[src/rtl/ct_loader_pkg.sv]
// ct_loader_pkg -- shared definitions for the ROLLO-I ciphertext loader.
//   Default geometry (N coefficients of M bits, D per RAM row), the derived
//   RAM row width and depth, the loader FSM state encoding and two small
//   sizing helpers used by the top level.
package ct_loader_pkg;

    localparam int CT_N     = 47;
    localparam int CT_M     = 79;
    localparam int CT_D     = 5;
    localparam int CT_WIDTH = CT_M * CT_D;
    localparam int CT_DEPTH = (CT_N + CT_D - 1) / CT_D;

    typedef enum logic [1:0] {
        ST_IDLE       = 2'd0,
        ST_LOAD       = 2'd1,
        ST_WRITE_LAST = 2'd2,
        ST_DONE       = 2'd3
    } state_e;

    function automatic int ceil_div(input int a, input int b);
        return (a + b - 1) / b;
    endfunction

    // Counter/address width that never collapses to zero bits.
    function automatic int clog2_min1(input int v);
        return (v > 1) ? $clog2(v) : 1;
    endfunction

endpackage

[src/rtl/ct_loader_row_packer.sv]
// ct_row_packer -- D-slot row assembly register for the ciphertext loader.
//   clk     : clock, rising edge
//   srst    : synchronous active-high reset, clears every slot
//   clr     : clear all slots on the next edge (wins over an insert)
//   ins_en  : write din into slot 'slot' on the next edge
//   slot    : slot index, element goes to bits [M*slot +: M]
//   din     : element to insert
//   row_ins : current row image with this cycle's insert already applied,
//             so the caller can write a row in the same cycle its last
//             element arrives
module ct_row_packer #(
    parameter int M  = 79,
    parameter int D  = 5,
    parameter int SW = 3
) (
    input  logic             clk,
    input  logic             srst,
    input  logic             clr,
    input  logic             ins_en,
    input  logic [SW-1:0]    slot,
    input  logic [M-1:0]     din,
    output logic [M*D-1:0]   row_ins
);

    generate
        for (genvar gi = 0; gi < D; gi++) begin : g_slot
            logic [M-1:0] slot_q;
            logic [M-1:0] slot_d;

            assign row_ins[M*gi +: M] = (ins_en && (slot == SW'(gi))) ? din : slot_q;

            always_comb begin
                slot_d = clr ? '0 : row_ins[M*gi +: M];
            end

            always_ff @(posedge clk) begin
                if (srst) begin
                    slot_q <= '0;
                end else begin
                    slot_q <= slot_d;
                end
            end
        end
    endgenerate

endmodule

[src/rtl/ct_loader.sv]
// ct_loader -- streams the ROLLO-I ciphertext c (N elements of GF(2^M)) into
// the single-port ciphertext RAM, D elements per row.
//   clk      : clock, rising edge
//   rst_b    : synchronous, ACTIVE-HIGH reset (the name is historical)
//   start    : one-cycle load request, honoured only in IDLE
//   in_valid / in_data / in_ready : coefficient stream, c_0 first
//   mem_addr / mem_we / mem_do    : registered RAM row write port
//   busy     : load in progress (LOAD and WRITE_LAST)
//   done     : one-cycle pulse when the RAM image is complete
//   parity   : running XOR of accepted coefficients, only when the
//              CLOAD_PARITY_EN macro is defined
module ct_loader
    import ct_loader_pkg::*;
#(
    parameter  int N     = CT_N,
    parameter  int M     = CT_M,
    parameter  int D     = CT_D,
    localparam int WIDTH = M * D,
    localparam int DEPTH = ceil_div(N, D),
    localparam int AW    = clog2_min1(DEPTH)
) (
    input  logic             clk,
    input  logic             rst_b,
    input  logic             start,
    input  logic             in_valid,
    input  logic [M-1:0]     in_data,
    output logic             in_ready,
    output logic [AW-1:0]    mem_addr,
    output logic             mem_we,
    output logic [WIDTH-1:0] mem_do,
    output logic             busy,
    output logic             done
`ifdef CLOAD_PARITY_EN
    ,
    output logic [M-1:0]     parity
`endif
);

    localparam int EW = clog2_min1(N + 1);
    localparam int SW = clog2_min1(D);

    state_e             state_q, state_d;
    logic [EW-1:0]      elem_q, elem_d;
    logic [SW-1:0]      slot_q, slot_d;
    logic [AW-1:0]      row_q, row_d;
    logic               mem_we_q, mem_we_d;
    logic [AW-1:0]      mem_addr_q, mem_addr_d;
    logic [WIDTH-1:0]   mem_do_q, mem_do_d;
    logic               pk_clr, pk_ins;
    logic [WIDTH-1:0]   pk_row;
`ifdef CLOAD_PARITY_EN
    logic [M-1:0]       parity_q, parity_d;
`endif

    ct_row_packer #(
        .M  (M),
        .D  (D),
        .SW (SW)
    ) u_packer (
        .clk     (clk),
        .srst    (rst_b),
        .clr     (pk_clr),
        .ins_en  (pk_ins),
        .slot    (slot_q),
        .din     (in_data),
        .row_ins (pk_row)
    );

    always_comb begin
        state_d    = state_q;
        elem_d     = elem_q;
        slot_d     = slot_q;
        row_d      = row_q;
        mem_we_d   = 1'b0;
        mem_addr_d = mem_addr_q;
        mem_do_d   = mem_do_q;
        pk_clr     = 1'b0;
        pk_ins     = 1'b0;
`ifdef CLOAD_PARITY_EN
        parity_d   = parity_q;
`endif
        case (state_q)
            ST_IDLE: begin
                if (start) begin
                    state_d = ST_LOAD;
                    elem_d  = '0;
                    slot_d  = '0;
                    row_d   = '0;
                    pk_clr  = 1'b1;
`ifdef CLOAD_PARITY_EN
                    parity_d = '0;
`endif
                end
            end
            ST_LOAD: begin
                if (in_valid) begin
                    pk_ins = 1'b1;
                    elem_d = elem_q + EW'(1);
`ifdef CLOAD_PARITY_EN
                    parity_d = parity_q ^ in_data;
`endif
                    // Row complete (full, or the short final row): write the
                    // row image including this element, then start afresh.
                    if ((slot_q == SW'(D - 1)) || (elem_q == EW'(N - 1))) begin
                        mem_we_d   = 1'b1;
                        mem_addr_d = row_q;
                        mem_do_d   = pk_row;
                        pk_clr     = 1'b1;
                        slot_d     = '0;
                        row_d      = row_q + AW'(1);
                    end else begin
                        slot_d = slot_q + SW'(1);
                    end
                    if (elem_q == EW'(N - 1)) begin
                        state_d = ST_WRITE_LAST;
                    end
                end
            end
            ST_WRITE_LAST: state_d = ST_DONE;
            ST_DONE:       state_d = ST_IDLE;
            default:       state_d = ST_IDLE;
        endcase
    end

    always_ff @(posedge clk) begin
        if (rst_b) begin
            state_q    <= ST_IDLE;
            elem_q     <= '0;
            slot_q     <= '0;
            row_q      <= '0;
            mem_we_q   <= 1'b0;
            mem_addr_q <= '0;
            mem_do_q   <= '0;
`ifdef CLOAD_PARITY_EN
            parity_q   <= '0;
`endif
        end else begin
            state_q    <= state_d;
            elem_q     <= elem_d;
            slot_q     <= slot_d;
            row_q      <= row_d;
            mem_we_q   <= mem_we_d;
            mem_addr_q <= mem_addr_d;
            mem_do_q   <= mem_do_d;
`ifdef CLOAD_PARITY_EN
            parity_q   <= parity_d;
`endif
        end
    end

    assign in_ready = (state_q == ST_LOAD);
    assign busy     = (state_q == ST_LOAD) || (state_q == ST_WRITE_LAST);
    assign done     = (state_q == ST_DONE);
    assign mem_we   = mem_we_q;
    assign mem_addr = mem_addr_q;
    assign mem_do   = mem_do_q;
`ifdef CLOAD_PARITY_EN
    assign parity   = parity_q;
`endif

endmodule

[config.mk]
export PLATFORM = sky130hd
export DESIGN_NAME = ct_loader
export DESIGN_NICKNAME = d
export VERILOG_FILES = /design/src/rtl/ct_loader_pkg.sv /design/src/rtl/ct_loader_row_packer.sv /design/src/rtl/ct_loader.sv
export SDC_FILE = /design/constraint.sdc
export NUM_CORES = 1
export LEC_CHECK = 0
export CORE_MARGIN = 2
export CORE_UTILIZATION = 40
export CTS_BUF_LIST = sky130_fd_sc_hd__clkbuf_8
export DETAILED_ROUTE_END_ITERATION = 7
export PLACE_DENSITY_LB_ADDON = 0.12
export SYNTH_ARGS = -nofsm -noshare
export SYNTH_HDL_FRONTEND = slang
export SYNTH_SLANG_ARGS = --single-unit
[constraint.sdc]
create_clock -name clk -period 1.9 [get_ports clk]
set_clock_uncertainty 0.1 [all_clocks]
set_input_delay 0.285 -clock clk [delete_from_list [all_inputs] [get_ports clk]]
set_output_delay 0.285 -clock clk [all_outputs]
set_load 0.01 [all_outputs]
==> flow_summary.toml <==
[die]
dieArea_mm2 = 0.0700
coreArea_mm2 = 0.0672
ios = 486
start_util = 0.404
fp.dieW_um = 265
fp.dieH_um = 265
fp-row-count = 95

[run]
maxCapViolations = 0

[global_route]
grt_pass1_wl_um = 128000
grt_pass1_vias = 20594
grt-ovfl-total = 0
grt_max_degree = 56
grtUsageTotal = 0.240
antenna_found_initial = 7

[setup_path]
timing.rr.end = "mem_do[379]"
start_kind = "flip-flop"
rr_worst_depth = 9
critPathTopFamily = "buffers and inverters"
crit_path_max_incr_delay_ps = 340
rrSetupSlack_ps = -210
cpMostUsedCell = "buf_6"
arrival_ps = 2640
path_cells = "inv_2 -> ha_4 -> buf_6 -> buf_6 -> nand4_1 -> buf_12 -> clkbuf_16 -> mux2i_1 -> o2bb2ai_1"
worstReg2RegStart = "state_q[1]"
crit_type = "flip-flop to flip-flop"
path_buf_inv = 5
crit_slowest_cell = "mux2i_1"
crit_required_ps = 2430
end_kind = "flip-flop"
critPathMaxFanout = 9

[clocking]
cts_hold_buf = 0
clk_path_buf_depth = 3
clk-insertion-delay-late_ps = 750
cts_buffers = 136
htree_levels = 4
path_clk_slew_ps = 60
cts_tree = "yes"
cts-root-buf = "clkbuf_8"
cts.sinks = 810

[final_layout]
drive_gt1_frac = 0.274
final_cell_mix = "dfxtp_1 (765), nor2_1 (399), dlygate4sd2_1 (343)"
syn_to_final_growth_pct = 53.8
nets = 3125
mostFrequentLayoutCell = "dfxtp_1"

[sta]
setup_slack_ps = -212
min_period_ps = 2110
fin_crit_sh = 1.11
max_slew.worst_pin.slew_ps = 569
slew_headroom = 0.620
setup-violations-final = 735
grt_setup_unrepaired = "yes"
finalHoldViolCount = 0
max_freq_mhz = 473
slew_viol_final = 0

[place]
dpl.hpwl_um = 55900
gp_congestion = 0.787
post-place-ws_ps = -342
io_buffers = 485

[power_and_ir_drop]
peakVddDrop_mv = 0.852
power.leakage_nw = 18.6
p_total_mw = 40.9
p_per_area_mw_per_mm2 = 979

[route]
vias = 20948
drtAntennaViolNets = 0
wl_per_cell_um = 23.5
wirelength_um = 94300
drtIter0Drc = 1106
avgViaCountPerCell = 5.23
firstDrtPassIters = 5
drc = 0

[yosys]
yosys.area.top_type = "dfxtp_1"
netlist.area_leader.share = 0.597
synth_fp_nets = 2374
ys_types = 42
avgSynthCellArea_um2 = 11.9
syn_inst = 2278
ys_ff_latch = 810
ys_seq_area_frac = 0.597
synthesis.area_mm2 = 0.0271
synth_area_leaders = "dfxtp_1 (60%), mux2i_1 (15%), o2bb2ai_1 (12%)"
yosys_warnings = 0

[min_path]
holdPathStages = 3
hold_class = "primary input to flip-flop"
whs_endpoint = "u_packer.g_slot[4].slot_q[7]"
min_from = "in_data[7]"

[run_status]
status = "finished, violations left"
violations = "setup timing"
-- worst max-delay path by stage --
stage / from / end / slack (ps) / cells past startpoint
5_1_grt: state_q[1] / mem_do[379] / -280 / 9
2_1_floorplan: state_q[1] / mem_do[148] / -10 / 9
4_1_cts: state_q[1] / in_ready / -270 / 4
6_report: state_q[1] / mem_do[379] / -210 / 9
3_3_place_gp: in_valid / mem_do[8] / -310 / 7
3_5_place_dp: in_valid / mem_do[232] / -340 / 7
-- sequential cells by signal, indices dropped and copies added, names as in the netlist --
name / cells
elem_q: 6
mem_addr: 4
mem_do: 395
mem_we: 1
row_q: 4
slot_q: 3
state_q: 2
u_packer.g_slot.slot_q: 395
-- Yosys cell counts --
library cell  count
or4_1             1
a22o_1            4
and2_1            1
a32o_1            1
o21ai_0           6
a2111oi_0         1
and3_1            1
nand2b_1          3
mux2_2            1
or3_1             1
a21boi_0          1
o21a_1            2
xor2_1            4
nor3_1            4
o31ai_1           3
nand2_1          10
nand4_2           1
nor4_1            1
buf_1            12
nor2_1          403
buf_6            39
nor2b_1           2
inv_1             9
dfxtp_1         810
mux2i_1         396
clkbuf_1         27
nor4b_1           1
and3b_1           1
a22oi_1           1
o2bb2ai_2        33
nand4b_1          2
o2bb2ai_1       362
a2bb2oi_2         1
nand4_1           4
o31a_1            1
xnor2_1           1
a21oi_1           9
ha_1             13
buf_4             7
o211ai_2          1
nand3_1           5
buf_2            92
-- timing repair --
item / CTS / global route
setup endpoints to repair: 1200 / 819
pin swaps: 30 / 61
setup buffers: 16 / 38
gates resized for setup: 664 / 402
gates cloned: 27 / 48
-- kinds of logic after synthesis --
family	after synthesis	share of synthesized area
simple gates	441	0.0638
buf+inv	186	0.0417
xor+xnor	5	0.00161
flops	810	0.597
mux	397	0.146
compound gates	426	0.143
fa+ha+maj	13	0.00599
-- through the flow --
| stage | cell area [um2] | setup TNS [ps] | utilization | hold WS, ps | instances |
|---|---|---|---|---|---|
| final | 41800 | -50000 | 0.622 | 280 | 4007 |
| after global routing | 41800 | -98680 | 0.622 | 231 | 4006 |
| after CTS | 38100 | -50450 | 0.567 | 170 | 3922 |
| after detailed placement | 34200 | -179050 | 0.509 | 345 | 3641 |
| after global placement | 34200 | -169480 | 0.509 | 345 | 3641 |
| after floorplan | 27200 | -823 | - | 348 | 2278 |
-- power breakdown --
| group | switching [mW] | leakage, nW | internal, mW |
|---|---|---|---|
| Sequential | 0.174 | 6.55 | 17.3 |
| Combinational | 4.08 | 10.6 | 3.96 |
| Clock | 7.15 | 1.54 | 8.18 |
-- worst min-delay path: stages --
cell	delay [ps]
clkdlybuf4s50_1	600
mux2i_1	130
nor2_1	80
-- routing by layer --
metal	vias to the layer above	GRT usage	routed length, um
met5	-	0	38
met4	6	0.0897	2750
met3	162	0.0600	5370
met2	624	0.391	45000
met1	10400	0.308	41100
li1	9756	-	-
-- final cells by class --
cell class	count	area [um2]
fill	5293	25400
sequential	810	16300
multi-input combinational	1284	12200
timing repair buffer	788	9450
clock buffer	162	2230
tap	873	1090
clock inverter	76	454
inverter	9	37.5
antenna	5	12.5
Note: power is estimated with default switching activity, not from simulation.
